==> src/rtl/sketch_ingress_ctrl.sv <==
// sketch_ingress_ctrl
// Front end for the count-min sketch. It round-robin arbitrates NUM_CH address
// request streams onto the single sketch input port and computes the NUM_HASH
// row indices for each address. An issue is held back for one cycle when its
// row index matches the previous issue in any lane, because the sketch
// commits a write one cycle after it reads. Addresses whose minimum count
// equals cfg_threshold are reported as hot.
//
// Ports:
//   clk, rst_n               clock, synchronous active-low reset
//   cfg_enable               allow grants and hot reports
//   cfg_threshold            hot threshold (0 disables reporting)
//   req_valid/req_addr       per-channel requests (channel c at [c*ADDR_SIZE +: ADDR_SIZE])
//   req_ready                combinational per-channel accept
//   sk_input_*               registered request toward the sketch
//   sk_output_*              sketch result (address plus per-lane counts)
//   hot_valid/addr/cnt       one-cycle hot report; addr/cnt hold between reports
//   stat_issued, stat_stall  wrapping accept and hazard-stall counters
module sketch_ingress_ctrl #(
  parameter int NUM_CH    = 2,
  parameter int W         = 4096,
  parameter int NUM_HASH  = 4,
  parameter int HASH_SIZE = $clog2(W),
  parameter int ADDR_SIZE = 22,
  parameter int CNT_SIZE  = 32
) (
  input  logic                        clk,
  input  logic                        rst_n,
  input  logic                        cfg_enable,
  input  logic [CNT_SIZE-1:0]         cfg_threshold,
  input  logic [NUM_CH-1:0]           req_valid,
  input  logic [NUM_CH*ADDR_SIZE-1:0] req_addr,
  output logic [NUM_CH-1:0]           req_ready,
  output logic                        sk_input_valid,
  output logic [ADDR_SIZE-1:0]        sk_input_addr,
  output logic [HASH_SIZE-1:0]        sk_input_hash_array [0:NUM_HASH-1],
  input  logic                        sk_output_valid,
  input  logic [ADDR_SIZE-1:0]        sk_output_addr,
  input  logic [CNT_SIZE-1:0]         sk_output_cnt_array [0:NUM_HASH-1],
  output logic                        hot_valid,
  output logic [ADDR_SIZE-1:0]        hot_addr,
  output logic [CNT_SIZE-1:0]         hot_cnt,
  output logic [31:0]                 stat_issued,
  output logic [31:0]                 stat_stall
);

  localparam int PTR_W  = (NUM_CH > 1) ? $clog2(NUM_CH) : 1;
  localparam int NCHUNK = (ADDR_SIZE + HASH_SIZE - 1) / HASH_SIZE;

  // Lane hash: rotate left by 7*lane, then XOR-fold HASH_SIZE-bit chunks
  // (top chunk zero-padded).
  function automatic logic [HASH_SIZE-1:0] hash_lane(input logic [ADDR_SIZE-1:0] a,
                                                     input int unsigned lane);
    logic [2*ADDR_SIZE-1:0]      dbl;
    logic [NCHUNK*HASH_SIZE-1:0] pad;
    logic [HASH_SIZE-1:0]        h;
    int unsigned                 sh;
    sh  = (7 * lane) % ADDR_SIZE;
    dbl = {a, a} << sh;
    pad = '0;
    pad[ADDR_SIZE-1:0] = dbl[2*ADDR_SIZE-1:ADDR_SIZE];
    h = '0;
    for (int unsigned k = 0; k < NCHUNK; k++) h ^= pad[k*HASH_SIZE +: HASH_SIZE];
    return h;
  endfunction

  logic [PTR_W-1:0]     ptr, cand, ptr_next;
  logic                 any_valid, hazard, grant, hot_hit;
  logic [ADDR_SIZE-1:0] cand_addr;
  logic [HASH_SIZE-1:0] cand_hash [0:NUM_HASH-1];
  logic [CNT_SIZE-1:0]  min_cnt;

  always_comb begin
    any_valid = 1'b0;
    cand      = '0;
    for (int unsigned off = 0; off < NUM_CH; off++) begin
      if (!any_valid && req_valid[(32'(ptr) + off) % NUM_CH]) begin
        any_valid = 1'b1;
        cand      = PTR_W'((32'(ptr) + off) % NUM_CH);
      end
    end
    cand_addr = req_addr[cand*ADDR_SIZE +: ADDR_SIZE];
    hazard = 1'b0;
    for (int unsigned i = 0; i < NUM_HASH; i++) begin
      cand_hash[i] = hash_lane(cand_addr, i);
      if (sk_input_valid && (cand_hash[i] == sk_input_hash_array[i])) hazard = 1'b1;
    end
    grant     = any_valid && cfg_enable && !hazard;
    req_ready = '0;
    if (grant) req_ready[cand] = 1'b1;
    ptr_next  = (cand == PTR_W'(NUM_CH - 1)) ? '0 : cand + 1'b1;
  end

  always_comb begin
    min_cnt = sk_output_cnt_array[0];
    for (int unsigned i = 1; i < NUM_HASH; i++)
      if (sk_output_cnt_array[i] < min_cnt) min_cnt = sk_output_cnt_array[i];
    // Equality, not >=, so each address is reported once per crossing.
    hot_hit = sk_output_valid && cfg_enable && (cfg_threshold != '0) &&
              (min_cnt == cfg_threshold);
  end

  always_ff @(posedge clk) begin
    if (!rst_n) begin
      ptr            <= '0;
      sk_input_valid <= 1'b0;
      sk_input_addr  <= '0;
      for (int unsigned i = 0; i < NUM_HASH; i++) sk_input_hash_array[i] <= '0;
      hot_valid      <= 1'b0;
      hot_addr       <= '0;
      hot_cnt        <= '0;
      stat_issued    <= '0;
      stat_stall     <= '0;
    end else begin
      if (grant) begin
        ptr         <= ptr_next;
        stat_issued <= stat_issued + 32'd1;
      end
      if (any_valid && cfg_enable && hazard) stat_stall <= stat_stall + 32'd1;
      sk_input_valid <= grant;
      sk_input_addr  <= grant ? cand_addr : '0;
      for (int unsigned i = 0; i < NUM_HASH; i++)
        sk_input_hash_array[i] <= grant ? cand_hash[i] : '0;
      hot_valid <= hot_hit;
      if (hot_hit) begin
        hot_addr <= sk_output_addr;
        hot_cnt  <= min_cnt;
      end
    end
  end

endmodule

==> config.mk <==
export PLATFORM = sky130hd
export DESIGN_NAME = sketch_ingress_ctrl
export DESIGN_NICKNAME = d
export VERILOG_FILES = /design/src/rtl/sketch_ingress_ctrl.sv
export SDC_FILE = /design/constraint.sdc
export NUM_CORES = 1
export LEC_CHECK = 0
export CAP_MARGIN = 20
export CORE_AREA = 3 3 166 168
export DETAILED_ROUTE_END_ITERATION = 8
export DIE_AREA = 0 0 169 171
export GPL_ROUTABILITY_DRIVEN = 1
export PLACE_DENSITY = 0.9
export SYNTH_ARGS = -nofsm -noshare
export SYNTH_HDL_FRONTEND = slang
export SYNTH_SLANG_ARGS = --single-unit
==> constraint.sdc <==
create_clock -name clk -period 20.3 [get_ports clk]
set_clock_uncertainty 0.05 [all_clocks]
set_input_delay 4.06 -clock clk [delete_from_list [all_inputs] [get_ports clk]]
set_output_delay 4.06 -clock clk [all_outputs]
set_load 0.05 [all_outputs]
### Word-level counts from Yosys, hierarchy flattened

Index checks and enable logic that the tools add are counted.

* bits in registers: 191
* latch bits: 0
* RAM bits: 0
* memory bits (read-only): 0
* input port bits: 232
* output and inout bits: 192
* memories: 0

* add/sub/neg operators: 4
* $mul: 1
* divide/modulo/power cells: 0
* magnitude comparators: 7
* equality and inequality tests: 5
* shift-type cells: 1
* multiplexer cells: 19
* bitwise gates (word level): 4
* reductions and logical operators: 16

Operator list (count)
* less-than comparator 32 bit: 3
* 2-to-1 mux 32 bit: 3
* adder 32 x 1 -> 32 bit (second input constant): 2
* equality test 12 bit: 4
* bitwise XOR 12 x 10 -> 12 bit: 4
* indexed part select 44 x 7 -> 22 bit: 1
* equality test 32 bit: 1
* nonzero test 32 bit: 1
* 2-to-1 mux 1 bit: 14
* logical AND 1 bit: 12
* less-than comparator 1 x 2 -> 1 bit (second input constant): 3
* multiplier 1 x 4 -> 5 bit (second input constant): 1
* adder 1 bit (second input constant): 2
* zero test 1 bit: 2
* 2-to-1 mux 2 bit: 1
* AND reduction 2 bit: 1
* demux 1 bit (select 1 bit): 1
* greater-or-equal comparator 1 bit (second input constant): 1

### Depth between registers and ports, before layout

Gate-level depths: netlist of run 1.

* word-level depth: 18
* depth in mapped cells: 41

### Least setup slack after synthesis of run 1

No wires, ideal clock.

* path kind: input to register
* start point: input port sk_output_cnt_array[113] (netlist bit)
* end point: register hot_cnt[12]
* arrival time: 11615 ps
* required time: 20178 ps
* slack: 8563 ps
* stages: 39
* buffers on the path: 6
* path through: inv_1 > ha_1 > a21o_1 > a221o_1 > a221oi_2 > o21ai_2 > nor2_2 > buf_2 > buf_2 > mux2i_1 > ha_1 > o21a_1 > o211ai_1 > nand2b_1 > o2111ai_1 > nor3_1 > o2111ai_4 > o21a_4 > (+3 left out) > inv_1 > ha_1 > a211oi_1 > o21bai_1 > a21oi_1 > nor2_1 > a211oi_1 > nand4_1 > a21oi_1 > mux2_4 > nor3_1 > o21a_1 > a2111o_1 > nor4_1 > o2111a_1 > buf_6 > buf_12 > mux2i_1

* word-level cells in the longest chain between the ends: 8

RTL lines
* from (decl): line 39 `input logic [CNT_SIZE-1:0] sk_output_cnt_array [0:NUM_HASH-1],`
* less-than comparator 32 bit: line 97 `if (sk_output_cnt_array[i] < min_cnt) min_cnt = sk_output_cnt_array[i];`
* 2-to-1 mux 32 bit *: line 97
* less-than comparator 32 bit: line 97
* 2-to-1 mux 32 bit *: line 97
* less-than comparator 32 bit: line 97
* 2-to-1 mux 32 bit *: line 97
* equality test 32 bit: line 100 `(min_cnt == cfg_threshold);`
* logical AND 1 bit: line 99 `hot_hit = sk_output_valid && cfg_enable && (cfg_threshold != '0) &&`
* to (signal assigned): line 127 `hot_cnt <= min_cnt;`
* to (decl): line 42 `output logic [CNT_SIZE-1:0] hot_cnt,`

Mark *: on every way between the ends. The rest lies on a longest branch, timed or not.
A chain may end at the register's enable or synchronous reset.

### Final worst setup path of run 1

* start point: input port sk_output_cnt_array[113] (netlist bit)
* end point: register hot_cnt[18]

Same word-level chain as after synthesis.

==> results of run 1 <==
## worst max-delay path: cells and delay by family
| family | cells | cell delay [ns] |
|---|---|---|
| multiplexers | 3 | 0.96 |
| adder cells (fa/ha/maj) | 3 | 0.96 |
| AND/OR/NAND/NOR | 6 | 1.57 |
| buffers and inverters | 4 | 1.11 |
| AO/OA/AOI/OAI | 18 | 5.64 |
## area by class of cell
| cell class | instances | area share |
|---|---|---|
| Inverter | 101 | 0.0222 |
| Clock buffer | 18 | 0.0257 |
| Sequential cell | 165 | 0.193 |
| Multi-Input combinational cell | 1192 | 0.473 |
| Tap cell | 335 | 0.0245 |
| Timing Repair Buffer | 430 | 0.252 |
| Clock inverter | 14 | 0.00901 |
| Antenna cell | 2 | 0.000293 |
## worst min-delay path by stage
| stage | cells past startpoint | endpoint | start |
|---|---|---|---|
| floorplan | 2 | ptr | ptr |
| global placement | 2 | hot_addr[6] | hot_addr[6] |
| detailed placement | 2 | hot_addr[9] | hot_addr[9] |
| CTS | 2 | hot_addr[9] | hot_addr[9] |
| global route | 2 | hot_addr[20] | hot_addr[20] |
| finish | 2 | hot_addr[9] | hot_addr[9] |
## logic make-up after synthesis
kind of cell	count (synthesis)	synth area share
AO/OA/AOI/OAI	265	0.139
XOR/XNOR	138	0.0983
adder cells (fa/ha/maj)	95	0.0962
buffers and inverters	189	0.0757
flip-flops	165	0.269
multiplexers	118	0.0995
AND/OR/NAND/NOR	576	0.223
## registers in the layout, summed over array words and instances (netlist names)
| signal | flops |
|---|---|
| hot_cnt | 32 |
| sk_input_hash_array | 22 |
| sk_input_addr | 22 |
| stat_stall | 32 |
| ptr | 1 |
| sk_input_valid | 1 |
| hot_addr | 22 |
| stat_issued | 32 |
| hot_valid | 1 |
## power groups by stage
| stage | combinational, mW | sequential [mW] | clock [mW] |
|---|---|---|---|
| final | 0.386 | 0.333 | 0.324 |
| after global routing | 0.413 | 0.333 | 0.342 |
| after CTS | 0.378 | 0.333 | 0.330 |
| after detailed placement | 0.376 | 0.340 | 0 |
| after global placement | 0.374 | 0.340 | 0 |
| after floorplan | 0.223 | 0.355 | 0 |
## Yosys cell counts, types with 5 or more instances
library cell and count:
o22ai_1 8, clkbuf_1 47, nand4b_1 6, buf_12 6
ha_1 93, xor2_1 64, inv_1 101, nand4_1 32
a21o_1 11, buf_2 6, dfxtp_1 165, a21oi_1 82
nand3_1 48, mux2i_1 109, o21ai_0 79, xnor2_1 74
nor4_1 24, or3_1 15, a221oi_1 5, o21a_1 5
and3_1 13, nand2_1 206, nand2b_1 17, o2111ai_1 6
and2_1 6, nor3_1 59, nor2_1 116, a211oi_1 7
and4_1 7, a22oi_1 7, nor2b_1 13, buf_4 27
o211ai_1 12
## metal layers
layer  share of wire  vias up  GRT usage  wire, um
met5               0        -          0         0
met4           0.045        0      0.130      2170
met3           0.080      128     0.0677      3910
met2            0.50      678      0.583     24100
met1            0.38     6119      0.359     18400
li1                -     6120          -         -
## through the flow
stage | hold slack (ns) | worst slack (ns)
final | 0.409 | 6.16
after global routing | 0.430 | 5.64
after CTS | 0.411 | 6.36
after detailed placement | 0.399 | 5.97
after global placement | 0.392 | 6.17
after floorplan | 0.441 | 8.56
==> flow_summary.toml, run 1 <==
[placement]
dp_cells = 2222
place_area_mm2 = 0.0165
dp_hpwl_um = 40200
gp_congestion = 0.975
io_buffer_count = 423

[timing]
fmax_mhz = 70.7
post-route-period-util = 0.696
setup_viol = 0
relSlewSlack = 0.385
tightest_slew_ns = 0.923
slew_violations = 0
min_period_ns = 14.14
rsz0062_at_grt = "no"
hold_viol_final = 0
fin_tns_setup_ns = 0

[die]
start_util = 0.472
core_area_mm2 = 0.0261
rows = 59
die-height_um = 171
fp.dieW_um = 169
dieArea_mm2 = 0.0289
ioPinCount = 424

[power_and_ir_drop]
p_clk_frac = 0.311
pwr-share-comb = 0.370
power.internal_uw = 649
ir_drop_v = 0.0000538
p_switching_uw = 394
p_total_mw = 1.04
seqPwrFrac = 0.319
p_sw_frac = 0.377
p_leak_nw = 6.68
power.density_mw_per_mm2 = 61.1

[grt]
grt_pass1_vias = 12787
antenna_found_initial = 2
grt_pass1_wl_um = 71900
grt.total_usage = 0.318
grt_max_degree = 67
gr-total-overflow = 0

[synth]
yosysTopAreaCell = "dfxtp_1"
netlist-cell-type-count = 76
syn-num-nets = 1871
synth_seq_cells = 165
synth_ff_type = "dfxtp_1"
synth-edff-count = 0
postSynthCellCount = 1546
seq_area_frac_synth = 0.269
synth.avg_cell_area_um2 = 7.96
synth_warnings = 0
synth_area_mm2 = 0.0123
synth_top_area_frac = 0.269
synth_area_leaders = "dfxtp_1 (27%), ha_1 (9.5%), mux2i_1 (8.9%)"
async_reset_ff_frac = 0

[clock_network]
clock-sinks = 165
post_cts_buffers = 0
clk_pin_slew_worst_paths_ns = 0.07
clk_latency_ns = 0.43
numCtsBuffers = 17
hold_buffers = 0
cts_root_buf = "clkbuf_16"
htreeDepth = 4
cts_resized = 0
cts_tree = "yes"
cts_max_path_buffers = 2

[critical_path]
critPathMaxFanout = 53
worstSetupPathType = "in -> reg"
r2r_end = "stat_issued[30]"
reg2reg_depth = 14
startpoint_type = "primary input"
endpoint_kind = "flop"
cpPeakStageDelay_ns = 0.87
r2r-start = "ptr"
rrSetupSlack_ns = 15.37
cp_slowest_cell = "o2111a_4"
required_ns = 20.58
endpoint = "hot_cnt[18]"
critPathArrivalTime_ns = 14.42
crit_start = "sk_output_cnt_array[113]"

[drt]
wire_per_inst_um = 21.5
via_per_inst = 5.78
final_antenna_net_count = 0
vias = 13045
drt-initial-drc-count = 1213
drt_pass1_iterations = 6
drcViolationCount = 0
wirelength_um = 48600

[final_layout]
layout_commonest_cell = "clkdlybuf4s50_1"
nets = 2232
fin_area_mm2 = 0.0171
multi_input_area_mm2 = 0.00808
final_cell_mix = "clkdlybuf4s50_1 (422), nand2_1 (206), dfxtp_1 (165)"
fill_cells = 2172
seq_area_mm2 = 0.00330
utilization = 0.655
finalNonFillerCells = 2257
final_layout_size_suffix_gt1_frac = 0.0359
syn_to_final_growth_pct = 38.9

[min_path]
min_path_type = "reg -> reg"

[run_status]
status = "finished clean"

[flow_run]
max_cap_viol_count = 0
No activity file was read; power rests on OpenSTA's default activity.
==> inputs of run 2 (changes only) <==
--- a/config.mk
+++ b/config.mk
@@ -6,11 +6,11 @@
 export NUM_CORES = 1
 export LEC_CHECK = 0
 export CAP_MARGIN = 20
-export CORE_AREA = 3 3 166 168
+export CORE_MARGIN = 3
+export CORE_UTILIZATION = 42
 export DETAILED_ROUTE_END_ITERATION = 8
-export DIE_AREA = 0 0 169 171
 export GPL_ROUTABILITY_DRIVEN = 1
-export PLACE_DENSITY = 0.9
+export PLACE_DENSITY = 0.86
 export SYNTH_ARGS = -nofsm -noshare
 export SYNTH_HDL_FRONTEND = slang
 export SYNTH_SLANG_ARGS = --single-unit
==> constraint.sdc (replaced) <==
create_clock -name clk -period 12.9 [get_ports clk]
set_clock_uncertainty 0.05 [all_clocks]
set_input_delay 2.58 -clock clk [delete_from_list [all_inputs] [get_ports clk]]
set_output_delay 2.58 -clock clk [all_outputs]
set_load 0.05 [all_outputs]
==> run 2 against run 1 <==
Global-route usage is 3.0 points lower. Largest power group unchanged. Final area is 0.62% higher. Utilization is 5.8 points lower. Die area is 8.6% higher. Critical path type unchanged. Cell count is 2.4% higher. Worst hold slack worse by 0.0030 ns. Combinational power is 56% higher. Power is 56% higher.
==> flow_summary.toml, run 2 (synthesis results as in run 1) <==
[final_layout]
multi_input_area_mm2 = 0.00808
seq_area_mm2 = 0.00330
fill_cells = 2576
top_regs = "hot_cnt (32), stat_issued (32), stat_stall (32)"
syn_to_final_growth_pct = 39.7
final_layout_size_suffix_gt1_frac = 0.0384
nets = 2237
utilization = 0.597
final_cell_mix = "clkdlybuf4s50_1 (422), nand2_1 (206), dfxtp_1 (165)"
layout_commonest_cell = "clkdlybuf4s50_1"

[placement]
io_buffer_count = 423
dp_hpwl_um = 38900
gp_congestion = 0.977

[power_and_ir_drop]
ir_drop_v = 0.0000788
power.density_mw_per_mm2 = 94.9
p_leak_nw = 6.71

[timing]
slew_violations = 0
tightest_slew_ns = 1.06
rsz0062_at_grt = "no"
hold_viol_final = 0
fin_tns_setup_ns = 0
post-route-period-util = 0.932
relSlewSlack = 0.295
setup_viol = 0
min_period_ns = 12.02
fmax_mhz = 83.2

[clock_network]
post_cts_buffers = 0
clk_pin_slew_worst_paths_ns = 0.07
cts_root_buf = "clkbuf_16"
cts_resized = 0
htreeDepth = 4
clk_latency_ns = 0.42
clock-sinks = 165
hold_buffers = 0
cts_tree = "yes"
cts_max_path_buffers = 2
numCtsBuffers = 17

[flow_run]
max_cap_viol_count = 0

[die]
fp.dieW_um = 177
start_util = 0.427
die-height_um = 177
core_area_mm2 = 0.0288
dieArea_mm2 = 0.0314
rows = 62
ioPinCount = 424

[drt]
drcViolationCount = 0
wl_met3_um = 3970
wire_per_inst_um = 20.4
drt_pass1_iterations = 6
met2_length_um = 22900
routed.top_layer = "met4"
final_antenna_net_count = 0
met1_length_um = 17400
vias = 12920
drt-initial-drc-count = 879
via_per_inst = 5.59
wirelength_um = 47000

[critical_path]
cp_slowest_cell = "o21ai_0"
worstSetupPathType = "in -> reg"
endpoint = "hot_addr[4]"
rrSetupSlack_ns = 8.08
reg2reg_depth = 14
cpPeakStageDelay_ns = 0.53
r2r-start = "ptr"
r2r_end = "stat_stall[29]"
cp_common_cell = "a21o_1"
critPathMaxFanout = 39
startpoint_type = "primary input"
required_ns = 13.19
endpoint_kind = "flop"
crit_start = "sk_output_cnt_array[113]"
critPathArrivalTime_ns = 12.31

[run_status]
status = "finished clean"

[min_path]
min_path_type = "reg -> reg"

[grt]
grt.total_usage = 0.288
grt_pass1_vias = 12817
antenna_found_initial = 2
grt_max_degree = 110
gr-total-overflow = 0
grt_pass1_wl_um = 71200
[run 2: cell types whose count changed in the layout (fill, tap and decap cells not counted)]
cell,before,now
inv_6,3,1
buf_4,7,12
inv_12,1,0
clkinv_8,2,4
clkinv_4,3,4
[run 2: metrics by stage]
stage / hold WS (ns) / setup WS (ns) / cells / power, mW / area (um^2)
after floorplan: 0.441 / 2.64 / 1546 / 0.910 / 12300
after global placement: 0.392 / 0.933 / 2277 / 1.12 / 16600
after detailed placement: 0.397 / 0.544 / 2277 / 1.13 / 16600
after CTS: 0.411 / 0.951 / 2309 / 1.63 / 17200
after global routing: 0.426 / 0.148 / 2311 / 1.71 / 17200
final: 0.406 / 0.878 / 2311 / 1.63 / 17200
[run 2: worst min-delay path by stage]
stage	start	cells after the start	end	slack, ns
2_1_floorplan	ptr	2	ptr	0.44
3_3_place_gp	hot_addr[8]	2	hot_addr[8]	0.39
3_5_place_dp	hot_addr[11]	2	hot_addr[11]	0.40
4_1_cts	hot_cnt[3]	2	hot_cnt[3]	0.41
5_1_grt	hot_cnt[12]	2	hot_cnt[12]	0.43
6_report	hot_addr[11]	2	hot_addr[11]	0.41
[run 2: layout make-up]
type,count,area share
Antenna cell,2,0.000291
Sequential cell,165,0.192
Tap cell,384,0.0280
Multi-Input combinational cell,1192,0.470
Timing Repair Buffer,435,0.252
Clock buffer,18,0.0256
Inverter,101,0.0221
Clock inverter,14,0.00939
[run 2: worst max-delay path: cells and delay by family]
kind / cells / cell delay, ns
mux: 3 / 0.79
compound gates: 17 / 4.82
simple gates: 6 / 1.93
buf+inv: 4 / 1.19
fa+ha+maj: 3 / 0.92
[run 2: per-layer routing]
metal,GRT usage,vias to the layer above
met5,0,-
met4,0.164,0
met3,0.0644,127
met2,0.506,643
met1,0.321,6031
li1,-,6119
[run 2: where the power goes]
group | switching, mW | internal (mW)
clock | 0.241 | 0.265
sequential | 0.00754 | 0.517
combinational | 0.359 | 0.241
